**config.mk**
```make
export PLATFORM = sky130hd
export DESIGN_NAME = cic3_decim_flat
export DESIGN_NICKNAME = d
export VERILOG_FILES = /design/src/rtl/cic3_decim_if.sv /design/src/rtl/cic3_decim.sv /design/src/flat_wrapper.sv
export SDC_FILE = /design/constraint.sdc
export NUM_CORES = 1
export LEC_CHECK = 0
export CAP_MARGIN = 40
export CORE_MARGIN = 4
export CORE_UTILIZATION = 30
export DETAILED_ROUTE_END_ITERATION = 8
export DONT_BUFFER_PORTS = 1
export SETUP_SLACK_MARGIN = 0.02
export SKIP_CTS_REPAIR_TIMING = 1
export SYNTH_ARGS = -nofsm -noshare
export SYNTH_HDL_FRONTEND = slang
export SYNTH_SLANG_ARGS = --single-unit
```
**constraint.sdc**
```tcl
create_clock -name clk -period 18.3 [get_ports clk]
set_input_delay 1.83 -clock clk [delete_from_list [all_inputs] [get_ports clk]]
set_output_delay 1.83 -clock clk [all_outputs]
set_load 0.005 [all_outputs]
```
**src/rtl/cic3_decim_if.sv**
```systemverilog
// cic3_decim_if: bitstream-in / PCM-out port bundle for the CIC decimator
interface cic3_decim_if #(parameter int OUT_WIDTH = 16);
  logic en;
  logic in;
  logic [OUT_WIDTH-1:0] out_data;
  logic out_valid;
  logic out_sat;
  modport master(output en, in, input out_data, out_valid, out_sat);
  modport slave(input en, in, output out_data, out_valid, out_sat);
endinterface

```
**src/rtl/cic3_decim.sv**
```systemverilog
// cic3_decim: third-order CIC decimator turning a 1-bit delta-sigma stream into unsigned PCM
module cic3_decim #(
  parameter int LOG2R = 6,
  parameter int OUT_WIDTH = 16
) (
  input logic clk,
  input logic rstn,
  cic3_decim_if.slave s
);
  localparam int ACC_W = 3*LOG2R + 1;
  localparam int SH = 3*LOG2R - OUT_WIDTH;
  logic [ACC_W-1:0] i1, i2, i3, d1, d2, d3, sm, c1, c2, c3, y;
  logic [LOG2R-1:0] cnt;
  logic ev, sat;
  // registers wrap modulo 2^ACC_W; the comb differences undo the wrap exactly
  always_comb begin
    sm = i3 + i2;
    c1 = sm - d1;
    c2 = c1 - d2;
    c3 = c2 - d3;
    y = c3 >> SH;
    ev = s.en && (&cnt);
    sat = |y[ACC_W-1:OUT_WIDTH];
  end
  always_ff @(posedge clk or negedge rstn) begin
    if (!rstn) begin
      i1 <= '0;
      i2 <= '0;
      i3 <= '0;
      d1 <= '0;
      d2 <= '0;
      d3 <= '0;
      cnt <= '0;
      s.out_data <= '0;
      s.out_valid <= 1'b0;
      s.out_sat <= 1'b0;
    end else begin
      s.out_valid <= ev;
      if (s.en) begin
        i1 <= i1 + {{(ACC_W-1){1'b0}}, s.in};
        i2 <= i2 + i1;
        i3 <= sm;
        cnt <= cnt + 1'b1;
      end
      if (ev) begin
        d1 <= sm;
        d2 <= c1;
        d3 <= c2;
        s.out_data <= sat ? '1 : y[OUT_WIDTH-1:0];
        s.out_sat <= sat;
      end
    end
  end
endmodule

```
**src/flat_wrapper.sv**
```systemverilog
// flat-port wrapper written by rule: the top's interface ports become plain ports
module cic3_decim_flat 
#(
  parameter int LOG2R = 6,
  parameter int OUT_WIDTH = 16
)
  (clk, rstn, s_en, s_in, s_out_data, s_out_valid, s_out_sat);
  cic3_decim_if #(.OUT_WIDTH(OUT_WIDTH)) s_i ();
  input logic clk;
  input logic rstn;
  input wire logic [$bits(s_i.en)-1:0] s_en;
  input wire logic [$bits(s_i.in)-1:0] s_in;
  output wire logic [$bits(s_i.out_data)-1:0] s_out_data;
  output wire logic [$bits(s_i.out_valid)-1:0] s_out_valid;
  output wire logic [$bits(s_i.out_sat)-1:0] s_out_sat;
  assign s_i.en = s_en;
  assign s_i.in = s_in;
  assign s_out_data = s_i.out_data;
  assign s_out_valid = s_i.out_valid;
  assign s_out_sat = s_i.out_sat;
  cic3_decim #(.LOG2R(LOG2R), .OUT_WIDTH(OUT_WIDTH)) u_core (.clk(clk), .rstn(rstn), .s(s_i));
endmodule
```
# --- Word-level counts from Yosys, hierarchy flattened ---
# Cells that the tools add are included.
classes:
  n_addsub: 7
  mul: 0
  div_mod_pow: 0
  n_lt_le_gt_ge: 0
  n_eq_ne: 0
  n_shift: 0
  n_mux: 1
  bitwise: 0
  n_reduce_logical: 2
ops:
  columns: ["operator", "n"]
  rows:
  - ["19-bit subtractor", 3]
  - ["19-bit adder", 2]
  - ["19-bit by 1-bit adder with 19-bit output", 1]
  - ["16-bit 2-to-1 mux", 1]
  - ["6-bit by 1-bit adder with 6-bit output (second input constant)", 1]
  - ["6-bit AND reduction", 1]
  - ["1-bit logical AND", 1]
word_totals:
  register_bits: 138
  latch_bits: 0
  mem_bits_rw: 0
  romBits: 0
  in_bits: 4
  word_cells: 20
  n_memories: 0

# --- Depth between registers and ports, before layout ---
# Gate-level depths: netlist of run 1.
depth:
  ltp_word: 5
  depth_mapped: 36
  depth_no_buf: 35

# --- Least setup slack after synthesis of run 1 ---
# OpenSTA, ideal clock, no wires.
synth_timing:
  kind: "reg-to-reg"
  from: "register u_core.i3[1]"
  to: "register u_core.s.out_data[10]"
  setup_time_ps: 123
  t_arrival_ps: 6840
  t_required_ps: 18177
  slack_ps: 11337
  stages_incl_launch_ff: 32
  period_less_slack_ps: 6963
  path_cell_list: "dfrtp_1 ha_1 a21o_1 a21oi_1 o21bai_1 a21oi_1 xnor2_1 ha_1 a21o_1 o311a_1 o21ai_0 nand2b_1 a21oi_1 xnor2_1 ha_1 or2_2 a21oi_1 a31oi_1 a21o_1 a21oi_1 xnor2_1 ha_1 and4_1 a221o_1 or3_1 a31oi_1 nor3_1 or3_1 or4_4 a41oi_4 buf_6 a21oi_1"
synth_between:
  elab_chain_len: 5
synth_lines:
  columns: ["item", "line", "source"]
  rows:
  - ["from (decl)", "cic3_decim.sv:12", "logic [ACC_W-1:0] i1, i2, i3, d1, d2, d3, sm, c1, c2, c3, y;"]
  - ["from (signal assigned)", "cic3_decim.sv:42", "i3 <= sm;"]
  - ["19-bit adder", "cic3_decim.sv:17", "sm = i3 + i2;"]
  - ["net u_core.sm[5]", "cic3_decim.sv:12", null]
  - ["19-bit subtractor", "cic3_decim.sv:18", "c1 = sm - d1;"]
  - ["net u_core.c1[9]", "cic3_decim.sv:12", null]
  - ["19-bit subtractor", "cic3_decim.sv:19", "c2 = c1 - d2;"]
  - ["net u_core.c2[13]", "cic3_decim.sv:12", null]
  - ["19-bit subtractor", "cic3_decim.sv:20", "c3 = c2 - d3;"]
  - ["16-bit 2-to-1 mux", "cic3_decim.sv:49", "s.out_data <= sat ? '1 : y[OUT_WIDTH-1:0];"]
  - ["to (signal assigned)", "cic3_decim.sv:49", null]
  - ["to (decl)", "cic3_decim_if.sv:9", "modport slave(input en, in, output out_data, out_valid, out_sat);"]
# The timed path passes the listed nets, and every way through them passes these cells.
# A chain may end at the register's enable or synchronous reset.

# --- Worst setup path after layout of run 1 ---
layout_timing:
  from: "register u_core.i3[1]"
  to: "register u_core.s.out_data[6]"
# Same word-level chain as after synthesis.

==> out/qor.yml, run 1 <==
endpoint_kind: "register"
vias_per_cell: 4.72
cap_violations: 0
min_period_ns: 7.71
antenna_found_initial: 0
worstReg2RegStart: "u_core.i3[1]$_DFFE_PN0P_"
hold_viol: 0
ys.flop_type: "dfrtp_1"
rrSetupSlack_ns: 10.59
worst_setup_path_start_kind: "register"
slew-limit-headroom_pct: 56.0
yosys-top-cells-area: "dfrtp_1, ha_1, xnor2_1"
crit_path_top_delay_cell: "a41oi_4"
synth_top_area_cell: "dfrtp_1"
clock-sinks: 138
post-dp-hpwl_mm: 12.3
startpoint: "u_core.i3[1]$_DFFE_PN0P_"
core_sq_um: 30000
netlist-cell-type-count: 59
dr.pass1.iters: 4
syn_area_sq_um: 9200
grt_usage_pct: 10.5
path_class: "reg2reg"
drv_slew: 0
numCtsBuffers: 17
ant_nets: 0
die_x_um: 183
ctsHtreeMaxLevel: 4
fin_skew_ns: 0.0129
synth.top_cell.area_share_pct: 37.5
synth-seq-cells: 138
die_h_um: 183
grt_first_pass_wirelength_mm: 29.7
gr-total-overflow: 0
setup-violations-final: 0
wire_per_inst_um: 11.9
start_util_pct: 30.7
crit_arrival_ns: 7.98
syn_nets: 1096
diodes: 0
fin_area_sq_um: 10300
crit_fanout: 17
min_path_type: "reg2reg"
routed-via-count: 6616
port-buffer-count: 0
synthCells: 996
syn_to_final_growth_pct: 11.6
avgSynthCellArea_sq_um: 9.24
synth-edff-count: 0
path_clk_slew_ns: 0.06
critPathRequiredTime_ns: 18.56
synth_warnings: 0
placed_cell_area_sq_um: 9650
crit_buf_inv: 0
pin_count: 22
synthArstFlopShare_pct: 100
drc: 0
drtIter0Drc: 224
clock-root-buffer: "clkbuf_16"
period_share_pct: 42.2
clock_latency_ns: 0.42
fin_setup_tns_ns: 0
cts_tree: "built"
grt_pass1_vias: 6500
grt_start_max_net_pins: 139
dieArea_sq_um: 33500
critPathTopFamily: "compound AO/OA/AOI/OAI gates"
clk_path_buf_depth: 2
slowest_delay_ns: 0.51
dp_slack_ns: 10.66
tightest_slew_ns: 0.654
grt_setup_unrepaired: "false"
synth-seq-area-share_pct: 37.5
drt_wl_total_mm: 16.7
setup_slack_ns: 10.59
hp-start: "u_core.cnt[5]$_DFFE_PN0P_"
fin_util_pct: 34.3
rows: 63
crit_path_frequent_cell: "a21oi_1"
place.gp.congestion: 0.770
fmaxAchievable_mhz: 130
status: "complete, no violations"
drive_gt1_share_pct: 8.61
nets: 1098
cells in the final DEF (no fill, tap or decap), drive strengths merged, types with 24 or more instances in the layout:
master,Yosys,final
a21oi,65,65
dfrtp,138,138
ha,92,92
inv,77,77
mux2,39,39
nand2,97,97
nand3,24,24
nor2,68,68
o21ai,81,81
xnor2,70,70
xor2,25,25
logic make-up after synthesis:
group | after synthesis | share of synthesized area, %
simple gates | 294 | 15.1
xor+xnor | 95 | 9.05
compound gates | 236 | 16.1
flops | 138 | 37.5
fa+ha+maj | 96 | 13.4
mux | 40 | 4.88
buf+inv | 97 | 4.04
per-layer routing:
metal / part of all wire, % / vias up / global-route usage, %
met1: 51 / 3056 / 13.6
met3: 2.3 / 12 / 2.02
met4: 1.0 / 0 / 3.75
met2: 46 / 45 / 17.6
met5: 0 / - / 0
li1: - / 3503 / -
final cells by class:
cell class / count / area (sq um)
Fill cell: 3052 / 19700
Multi-Input combinational cell: 761 / 5370
Clock inverter: 9 / 139
Inverter: 77 / 289
Tap cell: 390 / 488
Timing Repair Buffer: 3 / 42.5
Sequential cell: 138 / 3450
Clock buffer: 23 / 478
state kept, by name, summed over array words and instances, names as in the netlist:
register            cells
u_core.i3              19
u_core.d2              19
u_core.s.out_valid      1
u_core.i2              19
u_core.d3              19
u_core.cnt              6
u_core.d1              19
u_core.s.out_data      16
u_core.i1              19
u_core.s.out_sat        1
stage by stage:
step                cells  hold slack, ns
floorplan             996           0.442
global placement     1368           0.463
detailed placement   1369           0.461
CTS                  1401           0.476
global route         1401           0.499
finish               1401           0.474
Yosys cell counts, types with 4 or more instances:
cell      instances
dfrtp_1         138
nand2_1          97
ha_1             92
o21ai_0          81
inv_1            77
xnor2_1          70
nor2_1           68
a21oi_1          64
mux2_2           39
xor2_1           25
nand3_1          24
nor3_1           23
a21o_1           22
clkbuf_1         18
nor2b_1          15
or3_1            14
and3_1           11
nand2b_1         10
nand4_1          10
a31oi_1           7
o21a_1            7
a211oi_1          6
o211ai_1          5
o21bai_1          5
or2_2             5
a21boi_0          4
and2_1            4
fa_1              4
nor4_1            4
o31ai_1           4
worst paths after layout:
| path | to | cells after the start |
|---|---|---|
| max in group asynchronous | u_core.d2[4]$_DFFE_PN0P_ | 0 |
| hold / removal | u_core.cnt[5]$_DFFE_PN0P_ | 1 |
| setup / recovery | u_core.s.out_data[6]$_DFFE_PN0P_ | 30 |
| min in group asynchronous | u_core.s.out_data[1]$_DFFE_PN0P_ | 0 |
| setup reg to reg | u_core.s.out_data[6]$_DFFE_PN0P_ | 30 |
| hold reg to reg | u_core.cnt[5]$_DFFE_PN0P_ | 1 |
Power of run 1 is not shown: default switching activity piles up to over one toggle a cycle in this logic, so the estimate is an artifact.
==> run 2, diff against run 1 <==
- clock period: 18.3 -> 6.5 ns (I/O delays scaled with it)
==> out/qor.yml, run 2 (same netlist as run 1, synthesis figures left out) <==
die_x_um: 183  # unchanged
die_h_um: 183  # unchanged
ctsHtreeMaxLevel: 4  # unchanged
crit_path_frequent_cell: "ha_1"
setup-violations-final: 17  # +17
place.gp.congestion: 0.754  # -2.0%
violations: "negative setup slack"
fin_skew_ns: 0.0131  # +0.000204 ns
period_share_pct: 106  # +64 points
slew-limit-headroom_pct: 51.2  # -4.9 points
ff_latch_area_sq_um: 3450  # unchanged
setup_slack_ns: -0.411  # -11.00 ns
drc: 0  # unchanged
drtIter0Drc: 248  # +11%
worst_setup_path_start_kind: "register"
fin_area_sq_um: 11400  # +11%
fin_util_pct: 38.1  # +3.9 points
nets: 1216  # +11%
path_clk_slew_ns: 0.06  # about the same
critPathTopFamily: "compound AO/OA/AOI/OAI gates"
syn_to_final_growth_pct: 24.2
critPathRequiredTime_ns: 6.81  # -11.75 ns
endpoint_kind: "register"
slowest_delay_ns: 0.43  # -0.08 ns
ant_nets: 0  # unchanged
final_common_cell: "dfrtp_1"
grt_start_max_net_pins: 139  # unchanged
start_util_pct: 30.7  # unchanged
grt_first_pass_wirelength_mm: 31.5  # +6.1%
grt_pass1_vias: 7128  # +9.7%
cts_tree: "built"
clk_path_buf_depth: 2  # unchanged
port-buffer-count: 0  # unchanged
drive_gt1_share_pct: 22.3  # +14 points
gr-total-overflow: 0  # unchanged
dieArea_sq_um: 33500  # unchanged
core_sq_um: 30000  # unchanged
diodes: 0  # unchanged
drt_wl_total_mm: 18.1  # +8.6%
drv_slew: 0  # unchanged
routed-via-count: 7160  # +8.2%
numCtsBuffers: 17  # unchanged
cap_violations: 0  # unchanged
clock_latency_ns: 0.42  # about the same
min_period_ns: 6.91  # -0.803 ns
placed_cell_area_sq_um: 10500  # +8.6%
rows: 63  # unchanged
crit_buf_inv: 1  # +1
timing.hold.ws_ns: 0.176  # -0.298 ns
startpoint: "u_core.i3[1]$_DFFE_PN0P_"
crit_path_top_delay_cell: "or4_4"
grt_setup_unrepaired: "true"
final_cell_mix: "dfrtp_1, buf_4, nand2_1"
path_class: "reg2reg"
multi_input_area_sq_um: 5630  # +4.8%
crit_fanout: 8  # -9
tightest_slew_ns: 0.726  # +0.0721 ns
min_path_type: "in2async"
crit_arrival_ns: 7.22  # -0.76 ns
antenna_found_initial: 0  # unchanged
wire_per_inst_um: 11.9  # +0.17%
vias_per_cell: 4.71  # -0.18%
clock-sinks: 138  # unchanged
pin_count: 22  # unchanged
status: "finished, violations left"
hold_viol: 0  # unchanged
num-fill-cells: 2952  # -3.3%
fmaxAchievable_mhz: 145  # +12%
dr.pass1.iters: 4  # unchanged
grt_usage_pct: 11.0  # +0.44 points
worstReg2RegStart: "u_core.i3[1]$_DFFE_PN0P_"
post-dp-hpwl_mm: 12.9  # +4.8%
clock-root-buffer: "clkbuf_16"
dp_slack_ns: -0.398  # -11.06 ns
run 2: changes by cell type in the layout (fill, tap and decap cells not counted), sizes merged:
cell | previous run | this run
clkbuf | 23 | 22
buf | 3 | 120
inv | 77 | 78
clkinv | 3 | 4
run 2: area by class of cell:
cell class	count	area share [%]
Clock buffer	21	3.94
Clock inverter	11	1.27
Inverter	77	2.53
Multi-Input combinational cell	761	49.3
Sequential cell	138	30.2
Tap cell	390	4.27
Timing Repair Buffer	121	8.42
run 2: metal layers:
metal  global-route usage (%)  share of wire [%]  up-vias
met1                     13.7                 49     3336
met4                     3.49                1.5        0
li1                         -                  -     3745
met2                     19.2                 47       62
met3                     2.10                2.2       17
met5                        0                  0        -
run 2: worst reg2reg max path, delay by kind of cell (launching register included):
| family | cells | cell delay (ns) |
|---|---|---|
| compound gates | 16 | 2.88 |
| xor+xnor | 3 | 0.44 |
| fa+ha+maj | 4 | 1.14 |
| buf+inv | 1 | 0.21 |
| flops | 1 | 0.39 |
| simple gates | 7 | 1.74 |
run 2: final timing paths:
kind	endpoint	slack (ns)	cells after the start
max	u_core.s.out_data[10]$_DFFE_PN0P_	-0.41	31
min	u_core.s.out_data[11]$_DFFE_PN0P_	0.18	1
max reg2reg	u_core.s.out_data[10]$_DFFE_PN0P_	-0.41	31
min reg2reg	u_core.d3[0]$_DFFE_PN0P_	0.48	2
max in group asynchronous	u_core.d2[7]$_DFFE_PN0P_	5.74	1
min in group clk	u_core.i1[1]$_DFFE_PN0P_	0.33	1
run 2: per-stage QoR:
| stage | std cells | TNS, ns |
|---|---|---|
| final | 1519 | -6.48 |
| after global routing | 1519 | -12.21 |
| after CTS | 1507 | -7.73 |
| after detailed placement | 1475 | -6.54 |
| after global placement | 1475 | -5.02 |
| after floorplan | 996 | -2.98 |
Power of run 2 is left out for the same reason.
==> RTL change: new RTL, config.mk and constraints of run 2 <==
Make the reset (`rstn`) synchronous in one clocked block.
--- a/src/rtl/cic3_decim.sv
+++ b/src/rtl/cic3_decim.sv
@@ -22,7 +22,7 @@
     ev = s.en && (&cnt);
     sat = |y[ACC_W-1:OUT_WIDTH];
   end
-  always_ff @(posedge clk or negedge rstn) begin
+  always_ff @(posedge clk) begin
     if (!rstn) begin
       i1 <= '0;
       i2 <= '0;
Formal check against the unedited RTL: no difference found for any inputs over 10 cycles, from zero or initial values and one cycle with rstn low; that may be too few to reach the edited logic, so the function may still have changed.
==> RTL change against run 2 <==
  * Via count rose by 1.0%
  * Area after synthesis up 1.2%
  * Global-route usage decreased by 0.20 points
  * Cell area shrank 6.4%
  * Maximum frequency increased by 12%
  * Critical path depth stayed put
  * Wire length grew 0.68%
  * Sequential cell count did not move
  * Die area is 1.1% higher
  * Highest routed layer unchanged
  * Worst setup slack gained 0.76 ns
  * Count of clock-buffer cells in the layout shrank 4
Power is left out: it rests on default switching activity, and per cell area and clock period it moved more than threefold.
==> RTL change: results (changes against run 2) <==
synth_commonest_cells: "150 x nand2_1, 138 x dfxtp_1, 92 x ha_1"
dpl.hpwl_um: 12500  # -3.4%
muxShareOfSynthArea_pct: 3.24  # -1.6 points
max_slew_margin_pct: 59.2  # +8.1 points
synth_compound_area_share_pct: 20.2  # +4.2 points
via_per_inst: 4.74  # +0.50%
drive_gt1_share_pct: 10.9  # -11 points
track_usage_pct: 10.8  # -0.20 points
status: "finished clean"
synth_async_sr_flop_share_pct: 0  # -100 points
met2_length_um: 8340  # -2.8%
wl_met1_um: 9260  # +4.6%
use_met1_pct: 13.8  # +0.15 points
wl_per_cell_um: 11.9  # +0.16%
crit_arrival_ns: 6.45  # -0.77 ns
first_global_vias: 6920  # -2.9%
use_met3_pct: 2.19  # +0.088 points
grt_max_degree: 149  # +7.2%
yosys.area_share.xor_xnor_pct: 9.69  # +0.65 points
synth.area.top_cells: "dfxtp_1 30%, ha_1 12%, xnor2_1 6.5%"
place_congestion: 0.801  # +6.1%
synthAdderAreaFrac_pct: 13.2  # -0.15 points
synth_cell_types: 64  # +8.5%
first_iter_violations: 275  # +11%
nNetsFinal: 1218  # +0.16%
slowest_stage: "fa_2"
grt_pass1_wl_um: 31100  # -1.2%
globalRouteMet2Util_pct: 18.3  # -0.84 points
fin_crit_sh_pct: 94.7  # -12 points
hold_class: "in2reg"
synthCells: 1112  # +12%
finClkSkew_ns: 0.00938  # -0.00368 ns
met3WireLength_um: 426  # +4.9%
finalNonFillerCells: 1527  # +0.53%
ys_seq_area_share_pct: 29.7  # -7.9 points
max_stage_delay_ns: 0.38  # -0.05 ns
grt_antenna_before_repair: 0  # unchanged
RTL change: through the flow:
step	cell area, um^2	setup TNS [ns]	setup WS [ns]
finish	10700	0	0.344
global placement	9780	0	0.125
global route	10700	-0.216	-0.0311
floorplan	9310	0	0.401
CTS	10400	-0.766	-0.0559
detailed placement	9800	0	0.00410
RTL change: final cells by class:
class / count / area [um^2]
Fill cell: 3126 / 19900
Multi-Input combinational cell: 851 / 6310
Sequential cell: 138 / 2760
Tap cell: 396 / 495
Clock buffer: 17 / 425
Inverter: 83 / 312
Timing Repair Buffer: 27 / 245
Clock inverter: 15 / 130
RTL change: path summary, 6_finish.rpt:
| kind | start | slack, ns | to | cells past startpoint |
|---|---|---|---|---|
| max | u_core.i2[0] | 0.34 | u_core.s.out_data[8] | 31 |
| min | rstn | 0.39 | u_core.d1[18] | 1 |
| max reg2reg | u_core.i2[0] | 0.34 | u_core.s.out_data[8] | 31 |
| min reg2reg | u_core.d3[15] | 0.45 | u_core.d3[15] | 2 |
